--- config.mk ---
export PLATFORM = sky130hd
export DESIGN_NAME = id_ex_stage_reg_flat
export DESIGN_NICKNAME = d
export VERILOG_FILES = /design/src/rtl/id_ex_if.sv /design/src/rtl/id_ex_stage_reg.sv /design/src/flat_wrapper.sv
export SDC_FILE = /design/constraint.sdc
export NUM_CORES = 1
export LEC_CHECK = 0
export CORE_MARGIN = 2
export CORE_UTILIZATION = 43
export DETAILED_ROUTE_END_ITERATION = 10
export PLACE_DENSITY_LB_ADDON = 0.2
export REMOVE_ABC_BUFFERS = 1
export SYNTH_ARGS = -nofsm -noshare
export SYNTH_HDL_FRONTEND = slang
export SYNTH_SLANG_ARGS = --single-unit
--- constraint.sdc ---
create_clock -name clk -period 2.9 [get_ports clk]
set_input_delay 0.29 -clock clk [delete_from_list [all_inputs] [get_ports clk]]
set_output_delay 0.29 -clock clk [all_outputs]
set_load 0.005 [all_outputs]
--- src/rtl/id_ex_if.sv ---
// ID/EX pipeline register bundle: decode-side inputs, execute-side registered outputs.
// The slave modport is the register itself; the master modport is the surrounding datapath.
interface id_ex_if #(
   parameter int DATA_W = 32,
   parameter int REG_AW = 5,
   parameter int CNT_W  = 16
);
   logic [2:0]        ex_in;
   logic [2:0]        m_in;
   logic [1:0]        wb_in;
   logic              id_valid;
   logic [DATA_W-1:0] pc4_in;
   logic [DATA_W-1:0] rs_data_in;
   logic [DATA_W-1:0] rt_data_in;
   logic [DATA_W-1:0] imm_in;
   logic [REG_AW-1:0] rs_in;
   logic [REG_AW-1:0] rt_in;
   logic [REG_AW-1:0] rd_in;
   logic              stall_in;
   logic              flush;

   logic [2:0]        ex_out;
   logic [2:0]        m_out;
   logic [1:0]        wb_out;
   logic              ex_valid;
   logic [DATA_W-1:0] pc4_q;
   logic [DATA_W-1:0] rs_data_q;
   logic [DATA_W-1:0] rt_data_q;
   logic [DATA_W-1:0] imm_q;
   logic [REG_AW-1:0] rs_q;
   logic [REG_AW-1:0] rt_q;
   logic [REG_AW-1:0] rd_q;
   logic              hazard_stall;
   logic [CNT_W-1:0]  bubble_cnt;

   modport master (
      output ex_in, m_in, wb_in, id_valid, pc4_in, rs_data_in, rt_data_in, imm_in,
             rs_in, rt_in, rd_in, stall_in, flush,
      input  ex_out, m_out, wb_out, ex_valid, pc4_q, rs_data_q, rt_data_q, imm_q,
             rs_q, rt_q, rd_q, hazard_stall, bubble_cnt
   );

   modport slave (
      input  ex_in, m_in, wb_in, id_valid, pc4_in, rs_data_in, rt_data_in, imm_in,
             rs_in, rt_in, rd_in, stall_in, flush,
      output ex_out, m_out, wb_out, ex_valid, pc4_q, rs_data_q, rt_data_q, imm_q,
             rs_q, rt_q, rd_q, hazard_stall, bubble_cnt
   );
endinterface

--- src/rtl/id_ex_stage_reg.sv ---
// ID/EX pipeline register with hold, bubble insertion and a saturating bubble counter.
// Define ID_EX_HAZARD_EN to build in load-use detection (hazard_stall); otherwise it is tied to 0.
module id_ex_stage_reg #(
   parameter int DATA_W = 32,
   parameter int REG_AW = 5,
   parameter int CNT_W  = 16
) (
   input  logic     clk,
   input  logic     rst_n,
   id_ex_if.slave   bus
);

   logic [2:0]        r_ex_p1;
   logic [2:0]        r_m_p1;
   logic [1:0]        r_wb_p1;
   logic              r_vld_p1;
   logic [DATA_W-1:0] r_pc4_p1;
   logic [DATA_W-1:0] r_rs_data_p1;
   logic [DATA_W-1:0] r_rt_data_p1;
   logic [DATA_W-1:0] r_imm_p1;
   logic [REG_AW-1:0] r_rs_p1;
   logic [REG_AW-1:0] r_rt_p1;
   logic [REG_AW-1:0] r_rd_p1;
   logic [CNT_W-1:0]  r_bubble_cnt;

   logic w_hazard;
   logic w_bubble;

   function automatic logic [CNT_W-1:0] sat_inc(input logic [CNT_W-1:0] c);
      return (c == {CNT_W{1'b1}}) ? c : c + CNT_W'(1);
   endfunction

`ifdef ID_EX_HAZARD_EN
   // Uses only registered state plus decode register numbers, so no loop through the control unit.
   assign w_hazard = r_vld_p1 & r_m_p1[1] & (r_rt_p1 != '0) & bus.id_valid &
                     ((r_rt_p1 == bus.rs_in) | (r_rt_p1 == bus.rt_in));
`else
   assign w_hazard = 1'b0;
`endif

   assign w_bubble = bus.flush | w_hazard;

   // ID -> EX boundary
   always_ff @(posedge clk or negedge rst_n) begin
      if (!rst_n) begin
         r_ex_p1      <= '0;
         r_m_p1       <= '0;
         r_wb_p1      <= '0;
         r_vld_p1     <= 1'b0;
         r_pc4_p1     <= '0;
         r_rs_data_p1 <= '0;
         r_rt_data_p1 <= '0;
         r_imm_p1     <= '0;
         r_rs_p1      <= '0;
         r_rt_p1      <= '0;
         r_rd_p1      <= '0;
         r_bubble_cnt <= '0;
      end else if (!bus.stall_in) begin
         if (w_bubble) begin
            r_ex_p1      <= '0;
            r_m_p1       <= '0;
            r_wb_p1      <= '0;
            r_vld_p1     <= 1'b0;
            r_bubble_cnt <= sat_inc(r_bubble_cnt);
         end else begin
            r_ex_p1  <= bus.ex_in & {3{bus.id_valid}};
            r_m_p1   <= bus.m_in  & {3{bus.id_valid}};
            r_wb_p1  <= bus.wb_in & {2{bus.id_valid}};
            r_vld_p1 <= bus.id_valid;
         end
         // Operands travel even through a bubble; only control is squashed.
         r_pc4_p1     <= bus.pc4_in;
         r_rs_data_p1 <= bus.rs_data_in;
         r_rt_data_p1 <= bus.rt_data_in;
         r_imm_p1     <= bus.imm_in;
         r_rs_p1      <= bus.rs_in;
         r_rt_p1      <= bus.rt_in;
         r_rd_p1      <= bus.rd_in;
      end
   end

   assign bus.ex_out       = r_ex_p1;
   assign bus.m_out        = r_m_p1;
   assign bus.wb_out       = r_wb_p1;
   assign bus.ex_valid     = r_vld_p1;
   assign bus.pc4_q        = r_pc4_p1;
   assign bus.rs_data_q    = r_rs_data_p1;
   assign bus.rt_data_q    = r_rt_data_p1;
   assign bus.imm_q        = r_imm_p1;
   assign bus.rs_q         = r_rs_p1;
   assign bus.rt_q         = r_rt_p1;
   assign bus.rd_q         = r_rd_p1;
   assign bus.hazard_stall = w_hazard;
   assign bus.bubble_cnt   = r_bubble_cnt;

endmodule
--- src/flat_wrapper.sv ---
// flat-port wrapper written by rule: the top's interface ports become plain ports
module id_ex_stage_reg_flat 
#(
   parameter int DATA_W = 32,
   parameter int REG_AW = 5,
   parameter int CNT_W  = 16
)
  (clk, rst_n, bus_ex_in, bus_m_in, bus_wb_in, bus_id_valid, bus_pc4_in, bus_rs_data_in, bus_rt_data_in, bus_imm_in, bus_rs_in, bus_rt_in, bus_rd_in, bus_stall_in, bus_flush, bus_ex_out, bus_m_out, bus_wb_out, bus_ex_valid, bus_pc4_q, bus_rs_data_q, bus_rt_data_q, bus_imm_q, bus_rs_q, bus_rt_q, bus_rd_q, bus_hazard_stall, bus_bubble_cnt);
  id_ex_if #(.DATA_W(DATA_W), .REG_AW(REG_AW), .CNT_W(CNT_W)) bus_i ();
  input  logic clk;
  input  logic rst_n;
  input wire logic [$bits(bus_i.ex_in)-1:0] bus_ex_in;
  input wire logic [$bits(bus_i.m_in)-1:0] bus_m_in;
  input wire logic [$bits(bus_i.wb_in)-1:0] bus_wb_in;
  input wire logic [$bits(bus_i.id_valid)-1:0] bus_id_valid;
  input wire logic [$bits(bus_i.pc4_in)-1:0] bus_pc4_in;
  input wire logic [$bits(bus_i.rs_data_in)-1:0] bus_rs_data_in;
  input wire logic [$bits(bus_i.rt_data_in)-1:0] bus_rt_data_in;
  input wire logic [$bits(bus_i.imm_in)-1:0] bus_imm_in;
  input wire logic [$bits(bus_i.rs_in)-1:0] bus_rs_in;
  input wire logic [$bits(bus_i.rt_in)-1:0] bus_rt_in;
  input wire logic [$bits(bus_i.rd_in)-1:0] bus_rd_in;
  input wire logic [$bits(bus_i.stall_in)-1:0] bus_stall_in;
  input wire logic [$bits(bus_i.flush)-1:0] bus_flush;
  output wire logic [$bits(bus_i.ex_out)-1:0] bus_ex_out;
  output wire logic [$bits(bus_i.m_out)-1:0] bus_m_out;
  output wire logic [$bits(bus_i.wb_out)-1:0] bus_wb_out;
  output wire logic [$bits(bus_i.ex_valid)-1:0] bus_ex_valid;
  output wire logic [$bits(bus_i.pc4_q)-1:0] bus_pc4_q;
  output wire logic [$bits(bus_i.rs_data_q)-1:0] bus_rs_data_q;
  output wire logic [$bits(bus_i.rt_data_q)-1:0] bus_rt_data_q;
  output wire logic [$bits(bus_i.imm_q)-1:0] bus_imm_q;
  output wire logic [$bits(bus_i.rs_q)-1:0] bus_rs_q;
  output wire logic [$bits(bus_i.rt_q)-1:0] bus_rt_q;
  output wire logic [$bits(bus_i.rd_q)-1:0] bus_rd_q;
  output wire logic [$bits(bus_i.hazard_stall)-1:0] bus_hazard_stall;
  output wire logic [$bits(bus_i.bubble_cnt)-1:0] bus_bubble_cnt;
  assign bus_i.ex_in = bus_ex_in;
  assign bus_i.m_in = bus_m_in;
  assign bus_i.wb_in = bus_wb_in;
  assign bus_i.id_valid = bus_id_valid;
  assign bus_i.pc4_in = bus_pc4_in;
  assign bus_i.rs_data_in = bus_rs_data_in;
  assign bus_i.rt_data_in = bus_rt_data_in;
  assign bus_i.imm_in = bus_imm_in;
  assign bus_i.rs_in = bus_rs_in;
  assign bus_i.rt_in = bus_rt_in;
  assign bus_i.rd_in = bus_rd_in;
  assign bus_i.stall_in = bus_stall_in;
  assign bus_i.flush = bus_flush;
  assign bus_ex_out = bus_i.ex_out;
  assign bus_m_out = bus_i.m_out;
  assign bus_wb_out = bus_i.wb_out;
  assign bus_ex_valid = bus_i.ex_valid;
  assign bus_pc4_q = bus_i.pc4_q;
  assign bus_rs_data_q = bus_i.rs_data_q;
  assign bus_rt_data_q = bus_i.rt_data_q;
  assign bus_imm_q = bus_i.imm_q;
  assign bus_rs_q = bus_i.rs_q;
  assign bus_rt_q = bus_i.rt_q;
  assign bus_rd_q = bus_i.rd_q;
  assign bus_hazard_stall = bus_i.hazard_stall;
  assign bus_bubble_cnt = bus_i.bubble_cnt;
  id_ex_stage_reg #(.DATA_W(DATA_W), .REG_AW(REG_AW), .CNT_W(CNT_W)) u_core (.clk(clk), .rst_n(rst_n), .bus(bus_i));
endmodule
* After elaboration in Yosys (flattened, before gate mapping)
Cells that the tools add are included.
** Storage, ports and cells
- Register bits :: 168
- Input bits :: 156
- Output and inout bits :: 169
- Logic and storage cells :: 24
** Operators by class
- $add $sub $neg :: 1
- Eq/ne operators :: 1
- Muxes and demuxes :: 4
- Bitwise gates (word level) :: 5
- Reduce and logical (&&, ||, !) cells :: 1
** Operators with widths (count)
- 16-bit by 1-bit adder with 16-bit output, second input constant :: 1
- 16-bit == test, second input constant :: 1
- 3-bit bitwise AND :: 2
- 3-bit 2-to-1 mux :: 2
- 3-bit AND reduction :: 1
- 2-bit bitwise AND :: 1
- 2-bit 2-to-1 mux :: 1
- 1-bit inverter :: 2
- 1-bit 2-to-1 mux :: 1

* Depth between registers and ports, before layout
Gate-level depths: netlist of the first run.
- Word-level depth :: 3
- Mapped depth :: 5
- Mapped depth without buffers :: 5

* Worst setup path before layout of the first run
OpenSTA, ideal clock, no wires.
- Path type :: register to register
- From :: reg u_core.r_bubble_cnt[0] (netlist: u_core.bus.bubble_cnt[0])
- To :: reg u_core.r_bubble_cnt[14] (netlist: u_core.bus.bubble_cnt[14])
- Library setup time :: 125 ps
- Data arrival time :: 1475 ps
- Data required time :: 2775 ps
- Slack :: 1300 ps
- Cell stages (with the launch flop) :: 6
- Path buffers :: 0
- Clock period less this slack :: 1600 ps
- Cells stage by stage :: dfrtp_1 ha_1 and4b_1 nand2_1 nor3_1 mux2_2
** On the way
- Word-level cells in the longest chain between the ends :: 3
- Elaborated cells on any way between the ends :: 4
- Those cells by class :: 1 x add/sub; 1 x eq/ne; 1 x bitwise; 1 x reduce/logical
** RTL lines
- from (decl) :: RTL line id_ex_stage_reg.sv:24 : logic [CNT_W-1:0] r_bubble_cnt;
- from (signal assigned) :: RTL line id_ex_stage_reg.sv:64 : r_bubble_cnt <= sat_inc(r_bubble_cnt);
- branches (longest 3 deep; another with 16-bit by 1-bit adder with 16-bit output)
Parallel ways; which one is timed is not known.
A chain may end at the register's enable or synchronous reset.

* Worst setup path after layout of the first run
- From :: reg u_core.r_bubble_cnt[5] (netlist: u_core.bus.bubble_cnt[5])
- To :: out bus_bubble_cnt[5]
** RTL lines
- to (decl) :: RTL line flat_wrapper.sv:37 : output wire logic [$bits(bus_i.bubble_cnt)-1:0] bus_bubble_cnt;
No word-level cell between the ends.

==> flow_summary.yaml, run 1 <==
power_and_ir_drop:
  peakVddDrop_mv: 0.353
  powerDensity_mw_per_mm2: 602
  power_mw: 6.31
  leakagePower_nw: 4.38
placement:
  postPlaceCellArea_sq_mm: 0.00988
  hpwl_microns: 13200
  port_buffers: 323
  gp_congestion: 0.789
  place_ws_ns: 0.991
  dp.cells: 896
critical_path:
  cp_slowest_cell: "clkdlybuf4s50_1"
  critPathKind: "register to primary output"
  cp.depth: 1
  start_kind: "register"
  cp_top_family: "buffers and inverters"
  worstPathCellList: "clkdlybuf4s50_1"
  worstPathMaxFanout: 8
  worst_setup_path_end_kind: "primary output"
  reg2reg_depth: 4
  required_ns: 2.61
  cpPeakStageDelay_ns: 0.57
  critPathBufInv: 1
  crit_arrival_ns: 1.54
synthesis:
  synth_area_leaders: "dfrtp_1, mux2_2, buf_2"
  synth_cells: 403
  yosysTopAreaCell: "dfrtp_1"
  yosysUniqueCellTypes: 36
  yosys_register_bits: 168
  yosysTopAreaCellShare: 0.652
  ys_seq_area_frac: 0.652
  synthFlopType: "dfrtp_1"
  synth_edf_count: 0
  async_reset_ff_frac: 1.00
  synthesis.area_sq_mm: 0.00645
  yosys_warnings: 0
  avgSynthCellArea_sq_um: 16.0
detailed_routing:
  drt-wirelength-per-cell_microns: 19.0
  drc_errors: 0
  first_pass_iters: 4
  drtIter0Drc: 163
  drtAntennaViolNets: 0
  vias: 4625
  viasPerCell: 5.00
  drt-total-wl_microns: 17600
sta:
  fin_crit_sh: 0.631
  rsz0062_at_grt: "no"
  clock.fmax_mhz: 547
  slew_headroom: 0.506
  worstMarginPinSlew_ns: 0.741
  hold_viol_final: 0
  finalWorstSetupSlack_ns: 1.07
  hold-worst-slack_ns: 0.444
  drv_slew: 0
  tns_ns: 0
  fin_crit_ns: 1.83
  setup_viol: 0
  skew_ns: 0.00260
run:
  cap_violations: 0
hold_path:
  hold_class: "primary input to async pin"
finish:
  layout.nets: 889
  drive_above_1_share: 0.250
  final_core_util: 0.718
  layout.cells.non_filler: 925
  antenna-diode-count: 0
  area_growth_pct: 62.6
  final_area_sq_mm: 0.0105
die:
  row_count: 44
  die_x_microns: 126
  chipHeight_microns: 126
  start_util: 0.442
  pin_count: 325
  die_area_sq_mm: 0.0160
  core-area_sq_mm: 0.0146
global_route:
  grt_max_degree: 84
  antenna_found_initial: 0
  grt_pass1_vias: 5178
  overflow: 0
  grt_pass1_wl_microns: 27500
  grt_usage: 0.223
clock_network:
  cts_tree: "yes"
  htreeDepth: 4
  cts_buffer_depth: 2
  cts_root_buffer: "clkbuf_16"
  clkLatencyLatePin_ns: 0.41
  cts_buffers: 17
  path_clk_slew_ns: 0.06
  post_cts_buffers: 0
  clkSinkCount: 168
run_status:
  outcome: "finished, final reports clean"
state kept, by name (all words and copies together), names as in the netlist:
signal and count:
u_core.bus.m_out 3, u_core.bus.rd_q 5, u_core.bus.pc4_q 32, u_core.bus.ex_valid 1, u_core.bus.rt_q 5, u_core.bus.rs_q 5
u_core.bus.ex_out 3, u_core.bus.rs_data_q 32, u_core.bus.rt_data_q 32, u_core.bus.imm_q 32, u_core.bus.wb_out 2, u_core.bus.bubble_cnt 16
kinds of logic after synthesis:
group / count (synthesis) / synth area share
adder cells (fa/ha/maj): 1 / 0.00194
XOR/XNOR: 8 / 0.0109
AO/OA/AOI/OAI: 18 / 0.0212
other: 1 / 0.000582
flip-flops: 168 / 0.652
AND/OR/NAND/NOR: 40 / 0.0421
multiplexers: 146 / 0.255
buffers and inverters: 21 / 0.0159
per-layer routing:
layer,vias to the layer above,share of wire,GRT usage,routed length (microns)
met2,215,0.53,0.402,9380
met1,2283,0.36,0.235,6320
met5,-,0,0,0
met3,30,0.085,0.0822,1490
met4,0,0.024,0.0873,420
li1,2097,-,-,-
where the power goes:
group | internal [mW] | leakage (nW) | switching [mW] | total, mW
Combinational | 0.836 | 2.09 | 0.370 | 1.21
Sequential | 2.60 | 2.00 | 0.215 | 2.81
Clock | 1.44 | 0.289 | 0.856 | 2.29
Total | 4.87 | 4.38 | 1.44 | 6.31
synth_stat cells, drive strengths merged, types with 2 or more instances:
master and number:
dfrtp 168, nor2 5, and4b 2, nand3 5, a21oi 5, nor2b 2, nor3b 2, mux2 145
nand2 6, buf 17, xor2 6, inv 3, nor3 6, xnor2 2, and4 2, nand4 6
a22o 8, and3 2
placed cells by master (no fill, tap or decap), drive strengths merged:
master         instances
nor2                   5
nand4                  6
dfrtp                168
clkinv                 4
mux2                 145
dlygate4sd3            1
and4                   2
a22o                   8
conb                   1
nor2b                  2
nor4                   1
bufinv                 4
clkinvlp               2
a311oi                 1
nand3                  5
mux2i                  1
a21o                   1
xor2                   6
nand2                  6
nand4b                 1
and3                   2
clkbuf                18
buf                    6
a21oi                  5
and4b                  2
inv                    3
nor3                   6
nor3b                  2
ha                     1
a2bb2oi                1
clkdlybuf4s50        321
xnor2                  2
o21a                   1
a41oi                  1
final timing paths:
| check | slack (ns) | end | from |
|---|---|---|---|
| setup / recovery | 1.07 | bus_bubble_cnt[5] | u_core.bus.bubble_cnt[5]$_DFFE_PN0P_ |
| hold / removal | 0.44 | u_core.bus.imm_q[23]$_DFFE_PN0N_ | rst_n |
| setup reg to reg | 1.10 | u_core.bus.bubble_cnt[1]$_DFFE_PN0P_ | u_core.bus.bubble_cnt[5]$_DFFE_PN0P_ |
| hold reg to reg | 0.49 | u_core.bus.ex_valid$_DFFE_PN0N_ | u_core.bus.ex_valid$_DFFE_PN0N_ |
| max in group asynchronous | 1.63 | u_core.bus.pc4_q[28]$_DFFE_PN0N_ | rst_n |
| min in group clk | 0.48 | u_core.bus.ex_out[2]$_DFFE_PN0N_ | bus_ex_in[2] |
final cells by class:
type	count	area [sq um]
sequential	168	4200
inverter	3	11.3
timing repair buffer	328	3300
clock buffer	18	439
multi-input combinational	214	2140
clock inverter	10	155
tap	184	230
fill	979	4110
what timing repair did:
action	4_1_cts	5_1_grt
hold buffers	1	0
hold endpoints to repair	66	0
resized for setup	0	0
Note: power is estimated with default switching activity, not from simulation.
==> inputs of run 2 (changes only) <==
--- a/config.mk
+++ b/config.mk
@@ -6,7 +6,7 @@
 export NUM_CORES = 1
 export LEC_CHECK = 0
 export CORE_MARGIN = 2
-export CORE_UTILIZATION = 43
+export CORE_UTILIZATION = 36
 export DETAILED_ROUTE_END_ITERATION = 10
 export PLACE_DENSITY_LB_ADDON = 0.2
 export REMOVE_ABC_BUFFERS = 1
==> constraint.sdc (replaced) <==
create_clock -name clk -period 1.6 [get_ports clk]
set_input_delay 0.16 -clock clk [delete_from_list [all_inputs] [get_ports clk]]
set_output_delay 0.16 -clock clk [all_outputs]
set_load 0.005 [all_outputs]
==> run 2 against run 1 <==
Register-to-register slack lost 1.1 ns. First-iteration DRC count shrank 37%. Global-route usage shrank 3.4 points. Critical path depth grew 5. Clock power grew 68%. Wire length grew 1.6%. Clock skew grew 0.00062 ns. Via count grew 1.3%. Highest routed layer unchanged.
==> flow_summary.yaml, run 2 (synthesized netlist as in run 1, its figures left out) <==
critical_path:
  critPathKind: "register to register"
  required_ns: 1.90
  worstPathMaxFanout: 3
  crit_arrival_ns: 1.89
  worst_setup_path_end_kind: "register"
  start_kind: "register"
placement:
  hpwl_microns: 13600
  dp.cells: 959
  port_buffers: 323
  gp_congestion: 0.781
  place_ws_ns: -0.0797
sta:
  finalWorstSetupSlack_ns: 0.0128
  hold_viol_final: 0
  skew_ns: 0.00322
  worstMarginPinSlew_ns: 0.568
  slew_headroom: 0.620
  drv_slew: 0
  fin_crit_sh: 0.992
  setup_viol: 0
  tns_ns: 0
  fin_crit_ns: 1.59
  clock.fmax_mhz: 630
  rsz0062_at_grt: "yes"
finish:
  nFillCells: 1332
  area_growth_pct: 67.2
  antenna-diode-count: 0
  final_cell_mix: "clkdlybuf4s50_1, dfrtp_1, mux2_2, buf_4, clkbuf_16"
  drive_above_1_share: 0.291
  final_core_util: 0.619
  layout.cells.non_filler: 996
  final_common_cell: "clkdlybuf4s50_1"
  layout.nets: 915
clock_network:
  cts_buffers: 17
  clkSinkCount: 168
  htreeDepth: 4
  cts_root_buffer: "clkbuf_16"
  path_clk_slew_ns: 0.07
  cts_tree: "yes"
  clkLatencyLatePin_ns: 0.41
  cts_buffer_depth: 2
die:
  chipHeight_microns: 138
  start_util: 0.370
  row_count: 48
  die_area_sq_mm: 0.0190
  die_x_microns: 138
  core-area_sq_mm: 0.0174
  pin_count: 325
power_and_ir_drop:
  pwr-share-clk: 0.337
  peakVddDrop_mv: 0.742
  p_int_mw: 8.55
  swShare: 0.248
  p_sw_mw: 2.82
  leakagePower_nw: 4.61
  pwr-share-comb: 0.224
  seqPwrFrac: 0.439
  power_mw: 11.4
  powerDensity_mw_per_mm2: 1060
hold_path:
  hold_class: "primary input to register"
detailed_routing:
  drt-total-wl_microns: 17900
  drtIter0Drc: 102
  viasPerCell: 4.70
  first_pass_iters: 4
  drc_errors: 0
  vias: 4684
  drt-wirelength-per-cell_microns: 18.0
  drtAntennaViolNets: 0
global_route:
  grt_pass1_wl_microns: 26800
  grt_max_degree: 93
  grt_usage: 0.188
  grt_pass1_vias: 5044
  overflow: 0
  antenna_found_initial: 0
run:
  cap_violations: 0
run_status:
  outcome: "finished, final reports clean"
==> run 2: per-stage QoR <==
step	cell area (sq um)	hold slack, ns
2_1_floorplan	6360	-0.136
3_3_place_gp	10100	0.173
3_5_place_dp	10100	0.184
4_1_cts	10700	0.0493
5_1_grt	10800	0.0548
6_report	10800	0.0684
==> run 2: worst max-delay path: stages, from the launching register on <==
cell     delay (ns)
dfrtp_1        0.38
ha_2           0.19
buf_6          0.11
nand3_4        0.06
nor4_4         0.33
nor2b_2        0.09
mux2_4         0.30
==> run 2: layer usage <==
| metal | global-route usage | share of wire |
|---|---|---|
| met1 | 0.193 | 0.34 |
| met4 | 0.0714 | 0.023 |
| met5 | 0 | 0 |
| met3 | 0.0692 | 0.089 |
| met2 | 0.348 | 0.54 |
==> run 2: power groups by stage <==
stage	Combinational (mW)	Sequential, mW	Clock [mW]
final	2.55	4.99	3.84
after global routing	2.73	5.05	4.16
after CTS	2.54	4.99	3.94
after detailed placement	2.48	5.08	0
after global placement	2.44	5.03	0
after floorplan	0.546	5.14	0
==> run 2: worst paths after layout <==
path,start,end,slack [ns],cells after the start
max in group asynchronous,rst_n,u_core.bus.bubble_cnt[3]$_DFFE_PN0P_,0.94,3
max,u_core.bus.bubble_cnt[1]$_DFFE_PN0P_,u_core.bus.bubble_cnt[1]$_DFFE_PN0P_,0.01,6
max reg2reg,u_core.bus.bubble_cnt[1]$_DFFE_PN0P_,u_core.bus.bubble_cnt[1]$_DFFE_PN0P_,0.01,6
min,bus_stall_in,u_core.bus.imm_q[2]$_DFFE_PN0N_,0.07,2
min in group asynchronous,rst_n,u_core.bus.rd_q[2]$_DFFE_PN0N_,0.34,3
min reg2reg,u_core.bus.ex_valid$_DFFE_PN0N_,u_core.bus.ex_valid$_DFFE_PN0N_,0.49,1
==> run 2: cell type report <==
class                           instances  area (sq um)  share of cell area
Sequential cell                       168          4210               0.390
Timing Repair Buffer                  354          3550               0.329
Multi-Input combinational cell        214          2170               0.202
Clock buffer                           17           425              0.0395
Tap cell                              225           282              0.0261
Clock inverter                         15           128              0.0118
Inverter                                3          11.3             0.00104
==> run 2: timing repair <==
item                                    in CTS  in global routing
hold buffers                                 1                  0
buffers inserted                             4                  0
pin swaps                                    0                  5
endpoints found under the setup margin       7                 21
endpoints found under the hold margin      168                  0
gates resized for setup                      5                 19
==> inputs of run 3 (changes only) <==
--- a/config.mk
+++ b/config.mk
@@ -7,7 +7,9 @@
 export LEC_CHECK = 0
 export CORE_MARGIN = 2
 export CORE_UTILIZATION = 36
+export CTS_CLUSTER_SIZE = 10
 export DETAILED_ROUTE_END_ITERATION = 10
+export GPL_TIMING_DRIVEN = 0
 export PLACE_DENSITY_LB_ADDON = 0.2
 export REMOVE_ABC_BUFFERS = 1
 export SYNTH_ARGS = -nofsm -noshare
==> run 3 against run 2 <==
The flow now finishes with violations (negative setup slack). Non-clock buffer count shrank 13. Fmax shrank 1.2%. Wire length shrank 3.6%. Flip-flop and latch count is the same. Sequential share of layout area grew 0.19 points. Cell count shrank 1.3%. Critical endpoint unchanged. Largest cell class unchanged. Largest power group unchanged.
==> flow_summary.yaml, run 3 (synthesized netlist as in run 1, its figures left out) <==
finish:
  final_core_util: 0.617
  area_growth_pct: 66.7
  final_cell_mix: "clkdlybuf4s50_1, dfrtp_1, mux2_2, clkbuf_16, buf_4"
  drive_above_1_share: 0.290
  final_common_cell: "clkdlybuf4s50_1"
  layout.nets: 902
  layout.cells.non_filler: 983
  antenna-diode-count: 0
clock_network:
  path_clk_slew_ns: 0.06
  cts_buffers: 17
  cts_root_buffer: "clkbuf_16"
  cts_buffer_depth: 2
  htreeDepth: 4
  clkSinkCount: 168
  clkLatencyLatePin_ns: 0.42
  cts_tree: "yes"
die:
  chipHeight_microns: 138
  pin_count: 325
  die_x_microns: 138
  row_count: 48
  core-area_sq_mm: 0.0174
  die_area_sq_mm: 0.0190
  start_util: 0.370
power_and_ir_drop:
  swShare: 0.237
  seqPwrFrac: 0.431
  p_sw_mw: 2.79
  powerDensity_mw_per_mm2: 1100
  leakagePower_nw: 4.48
  p_int_mw: 9.00
  pwr-share-clk: 0.360
  peakVddDrop_mv: 0.743
  pwr-share-comb: 0.209
critical_path:
  critPathKind: "register to register"
  cpPeakStageDelay_ns: 0.43
  worstPathMaxFanout: 4
  crit_arrival_ns: 1.91
  cp_top_family: "simple AND/OR/NAND/NOR gates"
  worst_setup_path_end_kind: "register"
  worstPathCellList: "ha_4 -> nand3_4 -> nor4_4 -> nor2b_2 -> mux2_4"
  start_kind: "register"
  required_ns: 1.90
  critPathBufInv: 0
  cp_slowest_cell: "dfrtp_1"
detailed_routing:
  drt-wirelength-per-cell_microns: 17.6
  viasPerCell: 4.72
  first_pass_iters: 4
  drt-total-wl_microns: 17300
  drtAntennaViolNets: 0
  vias: 4636
  drtIter0Drc: 139
  drc_errors: 0
global_route:
  grt_pass1_vias: 4737
  antenna_found_initial: 0
  grt_max_degree: 88
  grt_pass1_wl_microns: 25300
  grt_usage: 0.178
  overflow: 0
hold_path:
  hold_class: "primary input to register"
sta:
  setup_viol: 1
  hold_viol_final: 0
  rsz0062_at_grt: "yes"
  fin_crit_ns: 1.61
  fin_crit_sh: 1.00
  worstMarginPinSlew_ns: 0.666
  drv_slew: 0
  skew_ns: 0.00871
  clock.fmax_mhz: 622
  slew_headroom: 0.556
  finalWorstSetupSlack_ns: -0.00697
placement:
  hpwl_microns: 12400
  gp_congestion: 0.773
  port_buffers: 323
  dp.cells: 935
run_status:
  outcome: "complete, but fails checks"
  violations: "negative setup slack"
run:
  cap_violations: 0
run 3: timing repair:
| item | CTS | global route |
|---|---|---|
| hold buffers | 1 | 0 |
| endpoints found under the setup margin | 11 | 19 |
| pin swaps | 2 | 5 |
| resized for setup | 13 | 15 |
| endpoints found under the hold margin | 86 | 0 |
| buffers inserted | 6 | 9 |
run 3: layout make-up:
type | count | area, sq um
sequential | 168 | 4220
inverter | 3 | 11.3
fill | 1371 | 6670
clock inverter | 10 | 141
tap | 225 | 282
multi-input combinational | 214 | 2210
timing repair buffer | 341 | 3420
clock buffer | 22 | 474
run 3: power by group through the flow:
stage                     registers, mW  clock network, mW  logic, mW
after detailed placement           5.14                  0       2.21
after CTS                          5.07               4.35       2.35
after global routing               5.14               4.58       2.64
final                              5.09               4.24       2.46
after global placement             5.13                  0       2.26
after floorplan                    5.14                  0      0.546
run 3: path summary, 6_finish.rpt:
| kind | startpoint | end | slack, ns | cells past startpoint |
|---|---|---|---|---|
| worst min-delay path | bus_stall_in | u_core.bus.ex_valid$_DFFE_PN0N_ | 0.30 | 2 |
| max in group asynchronous | rst_n | u_core.bus.pc4_q[12]$_DFFE_PN0N_ | 0.46 | 3 |
| worst max register to register | u_core.bus.bubble_cnt[1]$_DFFE_PN0P_ | u_core.bus.bubble_cnt[1]$_DFFE_PN0P_ | -0.007 | 5 |
| worst min register to register | u_core.bus.ex_valid$_DFFE_PN0N_ | u_core.bus.ex_valid$_DFFE_PN0N_ | 0.50 | 1 |
| min in group asynchronous | rst_n | u_core.bus.rt_data_q[24]$_DFFE_PN0N_ | 0.31 | 2 |
| worst max-delay path | u_core.bus.bubble_cnt[1]$_DFFE_PN0P_ | u_core.bus.bubble_cnt[1]$_DFFE_PN0P_ | -0.007 | 5 |
run 3: metal layers:
layer | global-route usage | wire length [microns]
met2 | 0.318 | 9100
met4 | 0.0703 | 422
met1 | 0.189 | 6190
met3 | 0.0670 | 1550
met5 | 0 | 0
run 3: metrics by stage:
stage                     cell area, sq um  hold slack, ns   TNS [ns]  worst slack, ns  power (mW)
final                                10700           0.302   -0.00697         -0.00697        11.8
after global routing                 10700           0.311     -0.623          -0.0935        12.4
after CTS                            10600           0.294   -0.00143         -0.00143        11.8
after detailed placement              9930           0.210      -4.96           -0.218        7.35
after global placement                9870           0.466   -1832.18            -6.34        7.38
after floorplan                       6360          -0.136  -0.000124        -0.000124        5.68
